--- src/rtl/icache_ctrl.sv ---
// Direct-mapped, read-only instruction cache: 8 blocks of 4 x 32-bit words.
// A hit returns in the same cycle; a miss fetches one whole block from memory.
module icache_ctrl (
    input  logic         CLK,
    input  logic         RESET,
    input  logic [31:0]  ADDRESS,
    output logic [31:0]  INSTRUCTION,
    output logic         BUSYWAIT,
    output logic         MEM_READ,
    output logic [5:0]   MEM_ADDRESS,
    input  logic [127:0] MEM_READDATA,
    input  logic         MEM_BUSYWAIT
);

    typedef enum logic [1:0] {StIdle, StFetch, StUpdate} state_e;

    state_e       state_q, state_d;
    logic [7:0]   valid_q, valid_d;
    logic [2:0]   miss_tag_q, miss_tag_d;
    logic [2:0]   miss_idx_q, miss_idx_d;
    logic [2:0]   tag_q  [8];
    logic [127:0] data_q [8];

    logic [1:0]   offset;
    logic [2:0]   index;
    logic [2:0]   tag;
    logic         hit;
    logic         fill_en;
    logic         unused_addr;

    assign offset      = ADDRESS[3:2];
    assign index       = ADDRESS[6:4];
    assign tag         = ADDRESS[9:7];
    assign unused_addr = ^{ADDRESS[31:10], ADDRESS[1:0]};

    assign hit     = valid_q[index] && (tag_q[index] == tag);
    assign fill_en = (state_q == StFetch) && !MEM_BUSYWAIT;

    always_ff @(posedge CLK or negedge RESET) begin
        if (!RESET) begin
            state_q    <= StIdle;
            valid_q    <= '0;
            miss_tag_q <= '0;
            miss_idx_q <= '0;
        end else begin
            state_q    <= state_d;
            valid_q    <= valid_d;
            miss_tag_q <= miss_tag_d;
            miss_idx_q <= miss_idx_d;
        end
    end

    // Tag and data arrays are deliberately not reset; the valid bits gate them.
    always_ff @(posedge CLK) begin
        if (fill_en) begin
            data_q[miss_idx_q] <= MEM_READDATA;
            tag_q[miss_idx_q]  <= miss_tag_q;
        end
    end

    always_comb begin
        state_d    = state_q;
        valid_d    = valid_q;
        miss_tag_d = miss_tag_q;
        miss_idx_d = miss_idx_q;
        unique case (state_q)
            StIdle: begin
                if (!hit) begin
                    state_d    = StFetch;
                    miss_tag_d = tag;
                    miss_idx_d = index;
                end
            end
            StFetch: begin
                if (!MEM_BUSYWAIT) begin
                    state_d             = StUpdate;
                    valid_d[miss_idx_q] = 1'b1;
                end
            end
            StUpdate: state_d = StIdle;
            default:  state_d = StIdle;
        endcase
    end

    always_comb begin
        INSTRUCTION = '0;
        BUSYWAIT    = 1'b1;
        MEM_READ    = 1'b0;
        MEM_ADDRESS = '0;
        unique case (state_q)
            StIdle: begin
                BUSYWAIT = !hit;
                if (hit) begin
                    INSTRUCTION = data_q[index][{offset, 5'b00000} +: 32];
                end
            end
            StFetch: begin
                MEM_READ    = 1'b1;
                MEM_ADDRESS = {miss_tag_q, miss_idx_q};
            end
            StUpdate: BUSYWAIT = 1'b1;
            default:  BUSYWAIT = 1'b1;
        endcase
        // Fetch side sees a quiet, non-stalling cache while held in reset.
        if (!RESET) begin
            BUSYWAIT    = 1'b0;
            INSTRUCTION = '0;
        end
    end

endmodule

--- config.mk ---
export PLATFORM = sky130hd
export DESIGN_NAME = icache_ctrl
export DESIGN_NICKNAME = d
export VERILOG_FILES = /design/src/rtl/icache_ctrl.sv
export SDC_FILE = /design/constraint.sdc
export NUM_CORES = 1
export LEC_CHECK = 0
export CORE_MARGIN = 2
export CORE_UTILIZATION = 60
export DETAILED_ROUTE_END_ITERATION = 12
export PLACE_DENSITY = 0.82
export SYNTH_ARGS = -nofsm -noshare
export SYNTH_HDL_FRONTEND = slang
export SYNTH_SLANG_ARGS = --single-unit
export TNS_END_PERCENT = 100
--- constraint.sdc ---
create_clock -name CLK -period 19.13 [get_ports CLK]
set_input_delay 1.913 -clock CLK [delete_from_list [all_inputs] [get_ports CLK]]
set_output_delay 1.913 -clock CLK [all_outputs]
set_load 0.005 [all_outputs]
==> impl_metrics.ini <==
[run_status]
status = finished clean

[placed_design]
numPortBuffers = 178
place_area_um2 = 43300
gp_congestion = 0.742
hpwl_um = 44900
dp_cells = 2589

[yosys]
syn_area_um2 = 40500
synthXorXnorAreaFrac_pct = 0.0649
synth_cell_type_count = 23
synth_top_family_by_area = multiplexers
ys.flop_type = edfxtp_1
syn_inst = 1596
synth_edf_count = 1048
synth.avg_cell_area_um2 = 25.4
syn-num-nets = 1759
synth-simple-area-share_pct = 0.831
synthAdderAreaFrac_pct = 0
synth-seq-area-share_pct = 78.7
synthMuxAreaShare_pct = 19.4
synth_async_sr_flop_share_pct = 1.50
yosys_warnings = 0
synth_compound_area_share_pct = 0.105
ys_ff_latch = 1064

[sta]
timing.fmax_mhz = 123
final_hold_viol_count = 0
grt_setup_unrepaired = false
setup_violations = 0
slew_violations = 0
whs_ns = 0.480
tns_ns = 0
max_slew.worst_pin.slew_ns = 1.18
post-route-period-util_pct = 42.5
relSlewSlack_pct = 21.2
worst_clock_skew_ns = 0.0156
finalCriticalPeriod_ns = 8.14

[worst_hold_path]
hold_depth = 1
hp-start = valid_q[0]
min_to = valid_q[0]
hold_class = reg -> reg

[setup_path]
timing.reg2reg.setup_slack_ns = 14.99
rr_worst_depth = 5
r2r-start = state_q[1]
worstSetupEndpointType = output port
cp.arrival_ns = 6.22
crit_path_max_fanout = 72
rr_endpoint = data_q[2][70]
critPathRequiredTime_ns = 17.22
cp-start-kind = primary input
critPathKind = in -> out

[clock_network]
cts_tree = yes
cts_max_level = 3
cts.sinks = 1064
cts.repair.resized = 0
cts_made_buffers = 103
ctsHoldBuffers = 0
clk_latency_ns = 0.65
cts-root-buf = clkbuf_16
clk_path_buf_depth = 3
post_cts_buffers = 0
path_clk_slew_ns = 0.06

[drt]
wirelength_um = 88100
dr.pass1.iters = 7
antenna_left = 0
drtIter0Drc = 2191
dr_total_vias = 18195
routedWlPerCell_um = 31.6
vias_per_cell = 6.53
route.detailed.drc = 0

[finish]
drive_gt1_share_pct = 27.5
finish.instance_area_um2 = 46500
stdcell_count = 2786
fillers = 3784
fin_nets = 1984
syn2layout_area_growth_pct = 14.9

[flow_run]
drv_cap = 0

[power_and_ir_drop]
pwr-share-clk_pct = 36.7
peakVddDrop_v = 0.000126
p_comb_share_pct = 9.6
power.switching_uw = 1190
p_int_uw = 4120
sw_frac_of_total_pct = 22.5
seqPwrFrac_pct = 53.6
cellPowerDensity_nw_per_um2 = 114
leakagePower_uw = 0.0145

[grt]
grt_first_pass_wirelength_um = 130000
antenna_found_initial = 18
grt_max_degree = 167
grt_overflow_total = 0
grt_usage_pct = 25.8
grt_pass1_vias = 19166

[die]
core.rowCount = 95
boundaryPins = 203
die_w_um = 264
start_util_pct = 60.4
core_area_um2 = 67000
die_area_um2 = 69600
dieHeight_um = 264
==> cell families after synthesis <==
group / Yosys count
mux: 376
compound gates: 3
buf+inv: 85
flops: 1064
xor+xnor: 3
simple gates: 65
==> power groups by stage <==
stage	Clock (uW)	Combinational (uW)	Sequential, uW
2_1_floorplan	0	298	2910
4_1_cts	1970	519	2850
5_1_grt	2060	541	2860
3_3_place_gp	0	501	2870
3_5_place_dp	0	512	2890
6_report	1950	513	2850
==> final cells by class <==
type                       instances  area (um^2)  share of cell area [%]
sequential                      1064        31900                    68.5
multi-input combinational        447         8300                    17.8
clock buffer                     123         2660                    5.72
timing repair buffer             204         2030                    4.36
tap                              873         1090                    2.35
clock inverter                    63          552                    1.19
antenna                           11         27.5                  0.0591
inverter                           1         3.75                 0.00807
==> placed cells by master, fill, tap and decap left out, types with 6 or more instances in the layout <==
cell             count
edfxtp_1          1048
mux4_2             325
clkdlybuf4s50_1    173
clkbuf_16          103
mux2i_1             44
nor3_1              32
clkinv_1            25
buf_4               23
clkinv_2            22
clkbuf_1            19
dfrtp_1             16
diode_2             11
bufinv_16           10
or2_2                9
mux2_2               7
and2_1               6
nor2_4               6
==> worst max path at each step <==
stage,startpoint,end,depth (start not counted)
4_1_cts,ADDRESS[4],INSTRUCTION[22],8
6_report,ADDRESS[4],INSTRUCTION[22],8
2_1_floorplan,MEM_BUSYWAIT,valid_q[0],3
3_3_place_gp,ADDRESS[4],INSTRUCTION[22],8
5_1_grt,ADDRESS[4],INSTRUCTION[24],8
3_5_place_dp,ADDRESS[4],INSTRUCTION[22],8
==> state kept, by name, summed over array words and instances, names as in the netlist <==
signal / count
data_q: 1024
miss_idx_q: 3
miss_tag_q: 3
state_q: 2
tag_q: 24
valid_q: 8
==> worst max-delay path: stages <==
cell	delay (ns)
buf_8	0.54
buf_4	0.80
buf_4	0.82
mux4_2	0.61
mux4_2	0.54
mux2i_1	0.22
nor3_1	0.13
clkdlybuf4s50_1	0.53
==> metrics by stage <==
| stage | utilization (%) | power [uW] | setup slack (ns) |
|---|---|---|---|
| floorplan | - | 3210 | 6.97 |
| global placement | 64.6 | 3370 | 10.86 |
| detailed placement | 64.6 | 3400 | 10.83 |
| CTS | 69.4 | 5350 | 10.83 |
| global route | 69.4 | 5460 | 10.59 |
| finish | 69.4 | 5310 | 10.99 |
==> cell usage after synthesis, types with 6 or more instances <==
cell type | instances | area [um^2]
and2_1 | 6 | 37.5
or2_2 | 9 | 56.3
mux2i_1 | 44 | 440
nor3_1 | 34 | 170
mux2_2 | 7 | 78.8
dfrtp_1 | 16 | 400
edfxtp_1 | 1048 | 31500
clkbuf_1 | 28 | 105
mux4_2 | 325 | 7320
nor2_1 | 8 | 30.0
buf_1 | 19 | 71.3
buf_2 | 34 | 170
==> layer usage <==
| layer | up-vias | global-route usage [%] | share of wire [%] |
|---|---|---|---|
| li1 | 7437 | - | - |
| met1 | 9672 | 34.1 | 37 |
| met2 | 903 | 43.1 | 52 |
| met3 | 169 | 5.88 | 7.9 |
| met4 | 14 | 9.12 | 3.0 |
| met5 | - | 0 | 0.10 |
Note: power is estimated with default switching activity, not from simulation.
